`config.mk`:
```
export PLATFORM = sky130hd
export DESIGN_NAME = counter_updown_mod_flat
export DESIGN_NICKNAME = d
export VERILOG_FILES = /design/src/rtl/counter_updown_mod_if.sv /design/src/rtl/counter_updown_mod.sv /design/src/flat_wrapper.sv
export SDC_FILE = /design/constraint.sdc
export NUM_CORES = 1
export LEC_CHECK = 0
export CAP_MARGIN = 20
export CORE_AREA = 2 2 39 41
export DETAILED_ROUTE_END_ITERATION = 8
export DIE_AREA = 0 0 41 43
export GPL_TIMING_DRIVEN = 1
export SYNTH_ARGS = -nofsm -noshare
export SYNTH_HDL_FRONTEND = slang
export SYNTH_SLANG_ARGS = --single-unit
```
`constraint.sdc`:
```
create_clock -name clk -period 1.9 [get_ports clk]
set_input_delay 0.38 -clock clk [delete_from_list [all_inputs] [get_ports clk]]
set_output_delay 0.38 -clock clk [all_outputs]
set_load 0.005 [all_outputs]
```
`src/rtl/counter_updown_mod_if.sv`:
```
`default_nettype none
// ============================================================================
// Module   : counter_updown_mod_if
// Desc     : Control/status bundle between a counter user and the counter.
// Revision : 1.0
// ============================================================================
interface counter_updown_mod_if #(
    parameter int WIDTH = 4
) ();
    logic             en;
    logic             up_dn;
    logic             load;
    logic [WIDTH-1:0] load_val;
    logic [WIDTH-1:0] count;
    logic             tc;
    logic             wrap;
    logic             sat;

    modport master (
        output en, up_dn, load, load_val,
        input  count, tc, wrap, sat
    );

    modport slave (
        input  en, up_dn, load, load_val,
        output count, tc, wrap, sat
    );
endinterface
`default_nettype wire

```
`src/rtl/counter_updown_mod.sv`:
```
`default_nettype none
// ============================================================================
// Module   : counter_updown_mod
// Desc     : Parametrised up/down modulo counter with load, wrap/saturate mode
//            and terminal-count / boundary-event flags for cascading.
// Revision : 1.0
// ============================================================================
module counter_updown_mod #(
    parameter int              WIDTH    = 4,
    parameter longint unsigned MODULUS  = 16,
    parameter int              SATURATE = 0
) (
    input  logic                 clk,
    input  logic                 rst,
    counter_updown_mod_if.slave  bus
);
    localparam logic [WIDTH-1:0] c_MAX = WIDTH'(MODULUS - 64'd1);
    localparam bit               c_SAT = (SATURATE != 0);

    logic [WIDTH-1:0] r_count;
    logic             r_wrap;
    logic             r_sat;

    logic             w_at_max;
    logic             w_at_min;
    logic             w_at_edge;
    logic [WIDTH-1:0] w_load_clamped;

    assign w_at_max       = (r_count == c_MAX);
    assign w_at_min       = (r_count == '0);
    assign w_at_edge      = bus.up_dn ? w_at_max : w_at_min;
    assign w_load_clamped = (bus.load_val > c_MAX) ? c_MAX : bus.load_val;

    // The increment/decrement path is only taken away from the boundary, so a
    // full 2**WIDTH modulus never relies on native overflow.
    always_ff @(posedge clk) begin
        if (rst) begin
            r_count <= '0;
            r_wrap  <= 1'b0;
            r_sat   <= 1'b0;
        end else begin
            r_wrap <= 1'b0;
            r_sat  <= 1'b0;
            if (bus.load) begin
                r_count <= w_load_clamped;
            end else if (bus.en) begin
                if (!w_at_edge) begin
                    r_count <= bus.up_dn ? (r_count + 1'b1) : (r_count - 1'b1);
                end else if (c_SAT) begin
                    r_sat <= 1'b1;
                end else begin
                    r_count <= bus.up_dn ? '0 : c_MAX;
                    r_wrap  <= 1'b1;
                end
            end
        end
    end

    assign bus.count = r_count;
    assign bus.tc    = bus.en & w_at_edge;
    assign bus.wrap  = r_wrap;
    assign bus.sat   = r_sat;
endmodule
`default_nettype wire
```
`src/flat_wrapper.sv`:
```
// flat-port wrapper written by rule: the top's interface ports become plain ports
module counter_updown_mod_flat 
#(
    parameter int              WIDTH    = 4,
    parameter longint unsigned MODULUS  = 16,
    parameter int              SATURATE = 0
)
  (clk, rst, bus_en, bus_up_dn, bus_load, bus_load_val, bus_count, bus_tc, bus_wrap, bus_sat);
  counter_updown_mod_if #(.WIDTH(WIDTH)) bus_i ();
  input  logic clk;
  input  logic rst;
  input wire logic [$bits(bus_i.en)-1:0] bus_en;
  input wire logic [$bits(bus_i.up_dn)-1:0] bus_up_dn;
  input wire logic [$bits(bus_i.load)-1:0] bus_load;
  input wire logic [$bits(bus_i.load_val)-1:0] bus_load_val;
  output wire logic [$bits(bus_i.count)-1:0] bus_count;
  output wire logic [$bits(bus_i.tc)-1:0] bus_tc;
  output wire logic [$bits(bus_i.wrap)-1:0] bus_wrap;
  output wire logic [$bits(bus_i.sat)-1:0] bus_sat;
  assign bus_i.en = bus_en;
  assign bus_i.up_dn = bus_up_dn;
  assign bus_i.load = bus_load;
  assign bus_i.load_val = bus_load_val;
  assign bus_count = bus_i.count;
  assign bus_tc = bus_i.tc;
  assign bus_wrap = bus_i.wrap;
  assign bus_sat = bus_i.sat;
  counter_updown_mod #(.WIDTH(WIDTH), .MODULUS(MODULUS), .SATURATE(SATURATE)) u_core (.clk(clk), .rst(rst), .bus(bus_i));
endmodule
```
==> impl_metrics.yaml, run 1 <==
synthesis:
  ys_seq_elements: 5
  yosys.area.top_type: "dfxtp_1"
  synthCells: 45
  avgSynthCellArea_sq_um: 8.15
  synthesis.area_sq_um: 367
  syn_nets: 57
  synth_top_area_share_pct: 27.3
  synth_warnings: 0
  synth.distinct_cells: 24
  synth.area.top_cells: "dfxtp_1 27%, nor2_1 8.2%, xnor2_1 7.2%"
  ys_seq_area_share_pct: 27.3
final_layout:
  fin_cells: 87
  fillCellCount: 150
  num_antenna_cells: 0
  syn_to_final_growth_pct: 66.9
  drive_gt1_share_pct: 23.9
  nNetsFinal: 84
clock_tree:
  clock_path_buffers: 2
  cts.sinks: 5
  tritoncts: "yes"
  clockRootBuffer: "clkbuf_4"
  hold_buffers: 0
  insertion_delay_ns: 0.23
  path_clk_slew_ns: 0.04
  htreeDepth: 1
  cts_buffers: 3
die:
  start_util_pct: 26.5
  num_rows: 14
  boundaryPins: 16
  die_y_um: 43
  die-area_sq_um: 1760
  die_x_um: 41
  core-area_sq_um: 1380
timing:
  slew_violations: 0
  fin_crit_ns: 1.84
  hold_violations: 0
  setup_violations: 0
  rsz0062_at_grt: "false"
  max_freq_mhz: 544
  skew_ns: 0.000468
  period_share_pct: 96.7
global_routing:
  antenna_found_initial: 0
  grt_pass1_wl_um: 1370
  grt_max_degree: 10
  track_usage_pct: 12.1
  globalRouteOverflowTotal: 0
  grt_pass1_vias: 359
place:
  io_buffers: 14
  dpl.cell_count: 82
  hpwl_um: 779
  place_congestion: 0.746
drt:
  wl_um: 916
  dr_total_vias: 385
  ant_nets: 0
  vias_per_cell: 4.43
  wl_per_cell_um: 10.5
  drtIter0Drc: 3
  first_pass_iters: 4
  drc: 0
worst_setup_path:
  path_class: "flop to primary output"
  crit_arrival_ns: 1.46
  worstReg2RegStart: "u_core.bus.count[1]$_SDFFE_PP0P_"
  cp.required_ns: 1.52
  cp-start-kind: "flop"
  crit_path_max_fanout: 2
  cp-startpoint: "u_core.bus.count[0]$_SDFFE_PP0P_"
  cp-end-kind: "primary output"
outcome:
  status: "finished clean"
power:
  vdd_drop_max_v: 0.000312
  power_leakage_nw: 0.274
  p_per_area_nw_per_um2: 607
  total_power_uw: 371
flow_run:
  drv_cap: 0
worst_hold_path:
  hold_class: "input pin to flop"
  hp-start: "bus_load_val[2]"
## worst max-delay path, stage by stage, from the launching register on
cell     delay [ns]
dfxtp_2        0.32
or4_4          0.54
nor2_4         0.10
nor2b_1        0.06
nor2b_1        0.09
buf_2          0.11
## layout by cell type, fill, tap and decap left out, drive strengths merged
master / count
a21oi: 5
nand2: 2
conb: 1
nor3: 1
and3: 1
ha: 2
a21o: 1
nor2b: 2
nor3b: 1
a31o: 1
fa: 1
o2bb2ai: 1
dfxtp: 5
clkbuf: 4
dlygate4sd2: 1
inv: 1
nand3: 1
or4: 1
nand2b: 1
a211oi: 2
xor2: 1
nor2: 9
clkdlybuf4s50: 12
xnor2: 3
buf: 11
## cell type report
class | instances | area [sq um] | share of cell area [%]
clock buffer | 4 | 26.3 | 4.29
inverter | 1 | 3.75 | 0.613
multi-input combinational | 37 | 251 | 41.1
sequential | 5 | 101 | 16.6
tap | 16 | 20.0 | 3.27
timing repair buffer | 24 | 209 | 34.2
## routing by layer
metal	share of wire, %	track usage (%)	vias to the layer above
li1	-	-	206
met1	43	12.3	169
met2	53	20.0	8
met3	3.6	1.57	2
met4	0.98	10.0	0
met5	0	0	-
## flip-flops by register name (all words and copies together), names as in the netlist
name	flops
u_core.bus.wrap	1
u_core.bus.count	4
## kinds of logic (layout without fill, tap and decap cells)
| logic type | after synthesis | in the layout | share of synthesized area (%) |
|---|---|---|---|
| XOR/XNOR | 4 | 4 | 9.56 |
| buffers and inverters | 3 | 29 | 4.09 |
| AO/OA/AOI/OAI | 10 | 10 | 17.7 |
| other | 1 | 1 | 1.02 |
| adder cells (fa/ha/maj) | 3 | 3 | 12.3 |
| flip-flops | 5 | 5 | 27.3 |
| AND/OR/NAND/NOR | 19 | 19 | 28.0 |
## cell usage after synthesis, drive strengths merged
cell     number
nor3          1
nor2          9
nor3b         1
dfxtp         5
xnor2         3
conb          1
fa            1
ha            2
nand3         1
and3          1
o2bb2ai       1
inv           1
nor2b         2
a31o          1
nand2b        1
xor2          1
or4           1
a21oi         5
a21o          1
clkbuf        1
nand2         2
buf           1
a211oi        2
## path summary, 6_finish.rpt
kind | end | cells after the start | slack [ns]
min reg2reg | u_core.bus.count[3]$_SDFFE_PP0P_ | 4 | 0.80
max | bus_tc | 5 | 0.06
max reg2reg | u_core.bus.count[3]$_SDFFE_PP0P_ | 6 | 0.38
min | u_core.bus.count[2]$_SDFFE_PP0P_ | 3 | 0.78
## stage by stage
stage	cell area, sq um	utilization (%)	hold WS (ns)	worst slack [ns]	TNS [ns]
6_report	612	44.2	0.780	0.0628	0
5_1_grt	612	44.2	0.822	0.00160	0
4_1_cts	611	44.1	0.771	0.00246	0
3_5_place_dp	583	42.1	0.773	-0.522	-0.924
3_3_place_gp	583	42.1	0.765	-0.504	-0.877
2_1_floorplan	367	-	0.452	0.324	0
## what timing repair did
action,in CTS,in global routing
cloned,0,0
pin swaps,2,2
buffers inserted,1,0
endpoints found under the setup margin,1,1
resized for setup,5,1
## where the power goes
group | leakage, nW | internal, mW | switching [mW] | total, mW
combinational | 0.218 | 0.0784 | 0.0564 | 0.135
clock | 0.0150 | 0.0791 | 0.0388 | 0.118
sequential | 0.0416 | 0.114 | 0.00488 | 0.119
No activity file was read; power rests on OpenSTA's default activity.
==> inputs of run 2 (changes only) <==
--- a/config.mk
+++ b/config.mk
@@ -6,9 +6,9 @@
 export NUM_CORES = 1
 export LEC_CHECK = 0
 export CAP_MARGIN = 20
-export CORE_AREA = 2 2 39 41
+export CORE_AREA = 4 4 41 43
 export DETAILED_ROUTE_END_ITERATION = 8
-export DIE_AREA = 0 0 41 43
+export DIE_AREA = 0 0 45 47
 export GPL_TIMING_DRIVEN = 1
 export SYNTH_ARGS = -nofsm -noshare
 export SYNTH_HDL_FRONTEND = slang
==> impl_metrics.yaml, run 2 (same netlist as run 1, synthesis figures left out) <==
outcome:
  status: "finished clean"
clock_tree:
  clock_path_buffers: 2
  cts.sinks: 5
  path_clk_slew_ns: 0.05
  cts_setup_buffers: 0
  tritoncts: "yes"
  clockRootBuffer: "clkbuf_4"
  htreeDepth: 1
  insertion_delay_ns: 0.25
  cts_buffers: 3
final_layout:
  fin_util_pct: 47.7
  num_antenna_cells: 0
  fin_cells: 87
  drive_gt1_share_pct: 25.0
  layout_commonest_cell: "clkdlybuf4s50_1"
  largest_reg_flops: 4
  syn_to_final_growth_pct: 69.3
  fin_area_sq_um: 621
  final_cell_mix: "12 x clkdlybuf4s50_1, 11 x buf_4, 8 x nor2_1, 5 x a21oi_1, 5 x dfxtp_1"
  nNetsFinal: 85
power:
  power_leakage_nw: 0.280
  p_per_area_nw_per_um2: 617
  vdd_drop_max_v: 0.000303
worst_setup_path:
  cp-end-kind: "primary output"
  path_class: "input pin to primary output"
  crit_arrival_ns: 1.44
  cp-start-kind: "input pin"
  cp-startpoint: "bus_up_dn"
  cp.required_ns: 1.52
  cp_slowest_cell: "or4_4"
  path_buf_inv: 2
  slowest_delay_ns: 0.53
  reg2regPathDepth: 6
  crit_chain: "clkdlybuf4s15_1 -> or4_4 -> nor2_4 -> nor2b_2 -> nor2b_1 -> buf_2"
  crit_path_max_fanout: 2
  worstReg2RegStart: "u_core.bus.count[1]$_SDFFE_PP0P_"
  crit_family: "simple AND/OR/NAND/NOR gates"
  timing.rr.end: "u_core.bus.count[3]$_SDFFE_PP0P_"
  reg2reg_slack_ns: 0.38
timing:
  rsz0062_at_grt: "false"
  fin_crit_ns: 1.82
  setup_violations: 0
  hold_violations: 0
  hold-worst-slack_ns: 0.763
  period_share_pct: 96.1
  max_freq_mhz: 548
  skew_ns: 0.00501
  slew_violations: 0
die:
  die_y_um: 47
  die-area_sq_um: 2120
  start_util_pct: 28.2
  core-area_sq_um: 1300
  die_x_um: 45
  boundaryPins: 16
  num_rows: 13
place:
  place_congestion: 0.749
  dpl.cell_count: 83
  dpl_cell_area_sq_um: 597
  io_buffers: 14
  hpwl_um: 815
drt:
  drtIter0Drc: 6
  drc: 0
  first_pass_iters: 4
  wl_um: 1030
  ant_nets: 0
  dr_total_vias: 413
  wl_per_cell_um: 11.8
  vias_per_cell: 4.75
global_routing:
  grt_pass1_vias: 437
  grt_max_degree: 7
  track_usage_pct: 12.4
  grt_pass1_wl_um: 1810
  globalRouteOverflowTotal: 0
  antenna_found_initial: 0
worst_hold_path:
  min_delay_path_depth: 3
  hold_class: "input pin to flop"
  whs_endpoint: "u_core.bus.count[0]$_SDFFE_PP0P_"
  hp-start: "bus_load_val[0]"
flow_run:
  drv_cap: 0
==> run 2: area by class of cell <==
class	instances	area (sq um)
fillers	129	681
multi-input cells	37	254
repair buffers	25	218
flip-flops and latches	5	100
clock buffers	4	26.3
well taps	15	18.8
inverters	1	3.75
==> run 2: metrics by stage <==
step | total power, mW | setup WS (ns) | setup TNS (ns)
finish | 0.383 | 0.0750 | 0
detailed placement | 0.260 | -0.476 | -0.981
global placement | 0.258 | -0.479 | -0.910
floorplan | 0.186 | 0.324 | 0
global route | 0.412 | 0.00151 | 0
CTS | 0.389 | 0.0215 | 0
==> run 2: what timing repair did <==
action | in CTS | in global routing
hold buffers | 0 | 0
pin swaps | 2 | 2
endpoints found under the setup margin | 1 | 1
resized for setup | 7 | 0
cloned | 0 | 0
==> run 2: how the worst max path moves through the flow <==
stage,to,slack [ns],cells past startpoint
after floorplan,bus_tc,0.32,4
after global placement,bus_tc,-0.48,6
after detailed placement,bus_tc,-0.48,6
after CTS,bus_tc,0.02,5
after global routing,bus_tc,0.002,5
final,bus_tc,0.08,6
==> run 2: report_power, final <==
| group | total (mW) | switching [mW] | internal (mW) |
|---|---|---|---|
| clock network | 0.126 | 0.0465 | 0.0796 |
| registers | 0.117 | 0.00395 | 0.113 |
| logic | 0.139 | 0.0584 | 0.0810 |
==> run 2: worst min-delay path, cell delays in order <==
cell and delay [ns]:
clkdlybuf4s50_1 0.46, a21oi_1 0.06, nor2_1 0.07
==> run 2: layer usage <==
metal  vias to the layer above  share of wire, %  GRT usage (%)
met1                       189                45           13.5
met3                         5               7.5           3.83
met5                         -                 0              0
met4                         0               2.2           8.77
met2                        13                45           20.6
li1                        206                 -              -
==> RTL edit 1, RTL diff (config.mk and constraints of run 1) <==
`SATURATE` is set to 0 in 2 places; all go to 1.
--- a/src/rtl/counter_updown_mod.sv
+++ b/src/rtl/counter_updown_mod.sv
@@ -10,3 +10,3 @@
     parameter longint unsigned MODULUS  = 16,
-    parameter int              SATURATE = 0
+    parameter int              SATURATE = 1
 ) (
--- a/src/flat_wrapper.sv
+++ b/src/flat_wrapper.sv
@@ -5,3 +5,3 @@
     parameter longint unsigned MODULUS  = 16,
-    parameter int              SATURATE = 0
+    parameter int              SATURATE = 1
 )
Check against the original RTL: not equivalent (Yosys sat finds a counterexample within 4 cycles, from zero or initial values and one cycle with rst high).
==> RTL edit 1 against run 1 <==
Hold slack worse by 0.093 ns; final area up 22%; non-clock buffer count up 3; fmax down 1.7%; sequential cell count unchanged; worst setup slack worse by 0.032 ns; synthesized cell count down 11%; wire length up 8.4%; global-route usage up 1.0 points; combinational power up 30%; total power up 13%; register-to-register slack worse by 0.33 ns; area after synthesis up 5.5%; count of clock-buffer cells in the layout unchanged; critical path type unchanged; critical endpoint unchanged.
==> RTL edit 1: results (changes against run 1) <==
* Status: complete, no violations (unchanged)
* Yosys warns at 0 (unchanged)
* Final worst-path cycle share at 98.39% (was 96.69%)
* Post-DP HPWL at 774.2 um (was 779.2 um)
* Worst VDD drop at 0.3297 mV (was 0.3122 mV)
* Global-route wire length before repair at 1607 um (was 1373 um)
* Vias per cell at 4.674 (was 4.425)
* Vias in the first global route at 396 (was 359)
* Clk pin slew, worst setup/hold paths at 0.04 ns (about the same)
* Reg-to-reg slack, setup at 0.05 ns (was 0.38 ns)
* Drt first pass iters at 2 (was 4)
* Fin nets at 83 (was 84)
* Htree depth at 1 (unchanged)
* Routed len/inst at 11.55 um (was 10.53 um)
* Post-DP Area at 639.4 um^2 (was 583.1 um^2)
* Tot GR Track Use at 13.09% (was 12.07%)
* Critical Path AT at 1.49 ns (was 1.46 ns)
* Syn_area_per_cell at 9.666 um^2 (was 8.147 um^2)
* Skew final at 0.0001611 ns (was 0.0004677 ns)
* Post-synth cell types at 26 (was 24)
* Initial detailed-routing violation count at 2 (was 3)
* Sequential share of the synthesized area at 25.89% (was 27.30%)
* Pin count of the biggest net entering global routing at 7 (was 10)
* Leak at 0.0002982 uW (was 0.0002742 uW)
* Top cells by count, synth: dfxtp_1 (5), nor2_1 (4), inv_1 (3) (was nor2_1 (8), a21oi_1 (5), dfxtp_1 (5))
* Port Buffers at 14 (unchanged)
* Share of cells above drive strength 1 at 51.43% (was 23.94%)
* Placed cell count at 80 (was 82)
* Syn nets at 52 (was 57)
* Routed Wire Length at 993 um (was 916 um)
* Gpl congestion at 0.7254 (was 0.7464)
==> RTL edit 1: critical path, cell delays in order (launching register included) <==
cell and delay (ns):
dfxtp_2 0.32, or4_4 0.54, o22ai_2 0.15, and2_4 0.17
buf_6 0.09
==> RTL edit 1: cell type report <==
| type | instances | area share [%] |
|---|---|---|
| multi-input cells | 31 | 45.88 |
| repair buffers | 27 | 31.93 |
| flip-flops and latches | 5 | 14.12 |
| clock buffers | 4 | 3.529 |
| well taps | 16 | 2.689 |
| inverters | 3 | 1.849 |
==> RTL edit 1: through the flow <==
stage	utilization [%]	hold WS [ns]	TNS, ns	total power [uW]
6_report	53.80	0.6873	0	418.7
5_1_grt	53.80	0.7137	-0.02239	447.0
4_1_cts	52.08	0.6875	0	416.5
3_5_place_dp	46.20	0.7100	-1.915	271.7
3_3_place_gp	46.20	0.6987	-1.837	271.4
2_1_floorplan	-	0.4417	0	195.7
==> RTL edit 1: worst paths after layout <==
path / from / end / depth (start not counted)
worst min register to register: u_core.bus.count[0] / u_core.bus.count[0] / 3
worst max-delay path: u_core.bus.count[0] / bus_tc / 4
worst min-delay path: bus_load_val[2] / u_core.bus.count[2] / 3
worst max register to register: u_core.bus.count[1] / u_core.bus.count[3] / 6
==> RTL edit 1: logic make-up (layout without fill, tap and decap cells) <==
logic type | count (synthesis) | after routing | synth area share, %
AOI/OAI and AO/OA | 12 | 12 | 32.37
and+or+nand+nor | 12 | 12 | 17.15
DFF | 5 | 5 | 25.89
buffers and inverters | 4 | 34 | 4.855
adders and majority gates | 3 | 3 | 11.65
xor gates and xnor gates | 2 | 2 | 4.532
other | 1 | 1 | 0.9699
muxes | 1 | 1 | 2.589
==> RTL edit 1: metal layers <==
layer | vias up | track usage [%] | part of all wire [%]
met2 | 10 | 21.25 | 49
met3 | 2 | 1.571 | 4.1
met4 | 0 | 6.000 | 1.6
met1 | 182 | 16.23 | 45
li1 | 208 | - | -
met5 | - | 0 | 0
==> RTL edit 1: repair_timing <==
action / CTS / global route
buffers inserted: 0 / 2
setup endpoints to repair: 4 / 2
pin swaps: 5 / 5
resized for setup: 19 / 4
==> RTL edit 1: report_power, final <==
part | internal (uW) | switching [uW] | total [uW]
logic | 102 | 72.5 | 175
clock network | 79.4 | 42.9 | 122
registers | 115 | 6.30 | 122
total | 297 | 122 | 419
==> RTL edit 2, RTL diff (flow settings as in run 1) <==
Made on the original files. Reset style: asynchronous (`rst`), changed in one clocked block.
--- a/src/rtl/counter_updown_mod.sv
+++ b/src/rtl/counter_updown_mod.sv
@@ -35,3 +35,3 @@
     // full 2**WIDTH modulus never relies on native overflow.
-    always_ff @(posedge clk) begin
+    always_ff @(posedge clk or posedge rst) begin
         if (rst) begin
Behaviour: differs if rst is asserted again (counterexample within 4 cycles, from zero or initial values and one cycle with rst high); with rst held inactive, the same outputs for 10 cycles.
==> RTL edit 2 against run 1 <==
Core utilization up 2.1 points; worst setup slack better by 0.072 ns; wire length down 10%; sequential cell count unchanged; sequential power up 10%; critical endpoint unchanged; final area up 4.7%; via count down 5.2%; count of clock-buffer cells in the layout unchanged; critical path depth up 1; area after synthesis up 9.6%; total power up 14%; fmax up 4.1%.
==> RTL edit 2: results (changes against run 1) <==
* Status: complete, no violations (unchanged)
* Tot GR Track Use at 11.21% (was 12.07%)
* Syn_area_per_cell at 9.563 um^2 (was 8.147 um^2)
* Routed Wire Length at 821 um (was 916 um)
* Area contributors post-synth: dfrtp_1 (31%), o31ai_2 (9.3%), ha_1 (6.2%) (was dfxtp_1 (27%), nor2_1 (8.2%), xnor2_1 (7.2%))
* Worst R2R Start: u_core.bus.count[2] (was u_core.bus.count[1])
* CP Max Fanout at 3 (was 2)
* Syn nets at 54 (was 57)
* Root buf cell: clkbuf_4 (unchanged)
* Crit path max-delay cell type: nor4_4 (was or4_4)
* Worst Setup EP: bus_tc (unchanged)
* Drt first pass iters at 2 (was 4)
* Reg-to-reg slack, setup at 0.26 ns (was 0.38 ns)
* Fill cells at 144 (was 150)
* Gpl congestion at 0.6776 (was 0.7464)
* Hold/Removal Path Class: in2async (was in2reg)
* Bufs on Longest Clock Path at 2 (unchanged)
* Placed cell count at 78 (was 82)
* Pre-CTS setup slack at -0.3735 ns (was -0.5218 ns)
* Port Buffers at 14 (unchanged)
* CP top delay family: buffers and inverters (was simple AND/OR/NAND/NOR gates)
* Clk_lat worst skew at 0.23 ns (about the same)
* Compound-Gate Fraction of Synth Area at 23.05% (was 17.75%)
* Global-route wire length before repair at 1373 um (unchanged)
* RR Endpoint: u_core.bus.count[3] (unchanged)
* Initial detailed-routing violation count at 4 (was 3)
* Clk pin slew, worst setup/hold paths at 0.04 ns (about the same)
* Yosys warns at 0 (unchanged)
* Post-synth ARST share at 100.0% (was 0%)
* Multiplexer area fraction after synthesis at 0% (unchanged)
* Vias in the first global route at 337 (was 359)
* Fin crit period at 1.765 ns (was 1.837 ns)
* Post-synth cell types at 23 (was 24)
* Post-synth top flop: dfrtp_1 (was dfxtp_1)
* Top cells by count, synth: dfrtp_1 (5), nand2_1 (5) (was nor2_1 (8), a21oi_1 (5), dfxtp_1 (5))
* Post-DP HPWL at 697.5 um (was 779.2 um)
* Worst VDD drop at 0.3108 mV (was 0.3122 mV)
* Post-DP Area at 610.6 um^2 (was 583.1 um^2)
* Switching pwr at 125.5 uW (was 100.1 uW)
* Synth Area in XOR/XNOR at 6.542% (was 9.556%)
* Fin nets at 80 (was 84)
* # diodes at 0 (unchanged)
* Skew final at 0.0003456 ns (was 0.0004677 ns)
* CP peak stage delay at 0.27 ns (was 0.54 ns)
* Htree depth at 1 (unchanged)
* Final hold vios at 0 (unchanged)
* Critical Path AT at 1.39 ns (was 1.46 ns)
* Part of the power in registers at 31.0% (was 32.0%)
* Sequential share of the synthesized area at 31.15% (was 27.30%)
* Largest register FFs at 4 (unchanged)
* Share of cells above drive strength 1 at 31.34% (was 23.94%)
* Vias at 365 (was 385)
* Synth Area in Adders at 11.21% (was 12.29%)
* Clk. pwr at 119 uW
* Leak at 0.0002937 uW (was 0.0002742 uW)
* Initial antenna violation count at 0 (unchanged)
* Worst Setup SP: bus_up_dn (was u_core.bus.count[0])
* Fin cells at 83 (was 87)
* Num CTS Buffers at 3 (unchanged)
-- RTL edit 2: cell count changes in the layout (fill, tap and decap cells not counted), sizes merged, moves of 2 or more --
cell    delta
nor2       -6
dfrtp      +5
dfxtp      -5
nand2      +3
o31ai      +3
a211oi     -2
a21oi      -2
inv        +2
nand3      +2
nor2b      -2
xnor2      -2
-- RTL edit 2: metal layers --
metal | vias to the layer above | track usage (%) | wire length (um)
li1 | 194 | - | -
met1 | 164 | 16.07 | 379
met2 | 7 | 15.63 | 409
met3 | 0 | 1.571 | 32
met4 | 0 | 6.000 | 0
met5 | - | 0 | 0
-- RTL edit 2: logic make-up (layout without fill, tap and decap cells) --
| group | after synthesis | count (layout) |
|---|---|---|
| adder cells (fa/ha/maj) | 3 | 3 |
| buffers and inverters | 5 | 30 |
| XOR/XNOR | 3 | 3 |
| other | 1 | 1 |
| AND/OR/NAND/NOR | 14 | 14 |
| flip-flops | 5 | 5 |
| AO/OA/AOI/OAI | 11 | 11 |
-- RTL edit 2: stage by stage --
step	total power [uW]	hold slack (ns)
4_1_cts	431.3	0.3473
5_1_grt	453.7	0.3924
6_report	423.8	0.3449
3_3_place_gp	304.9	0.5966
3_5_place_dp	305.0	0.6007
2_1_floorplan	218.5	0.1585
-- RTL edit 2: what timing repair did --
action                                  in CTS  in global routing
pin swaps                                    0                  3
endpoints found under the hold margin        0                  0
endpoints found under the setup margin       2                  1
setup buffers                                1                  0
gates resized for setup                      3                  4
-- RTL edit 2: final cells by class --
cell class	count	area [um^2]	area share, %
clock buffers	4	26.28	4.102
inverters	3	11.26	1.758
multi-input cells	32	254.0	39.65
flip-flops and latches	5	126.4	19.73
well taps	16	20.02	3.125
repair buffers	23	202.7	31.64
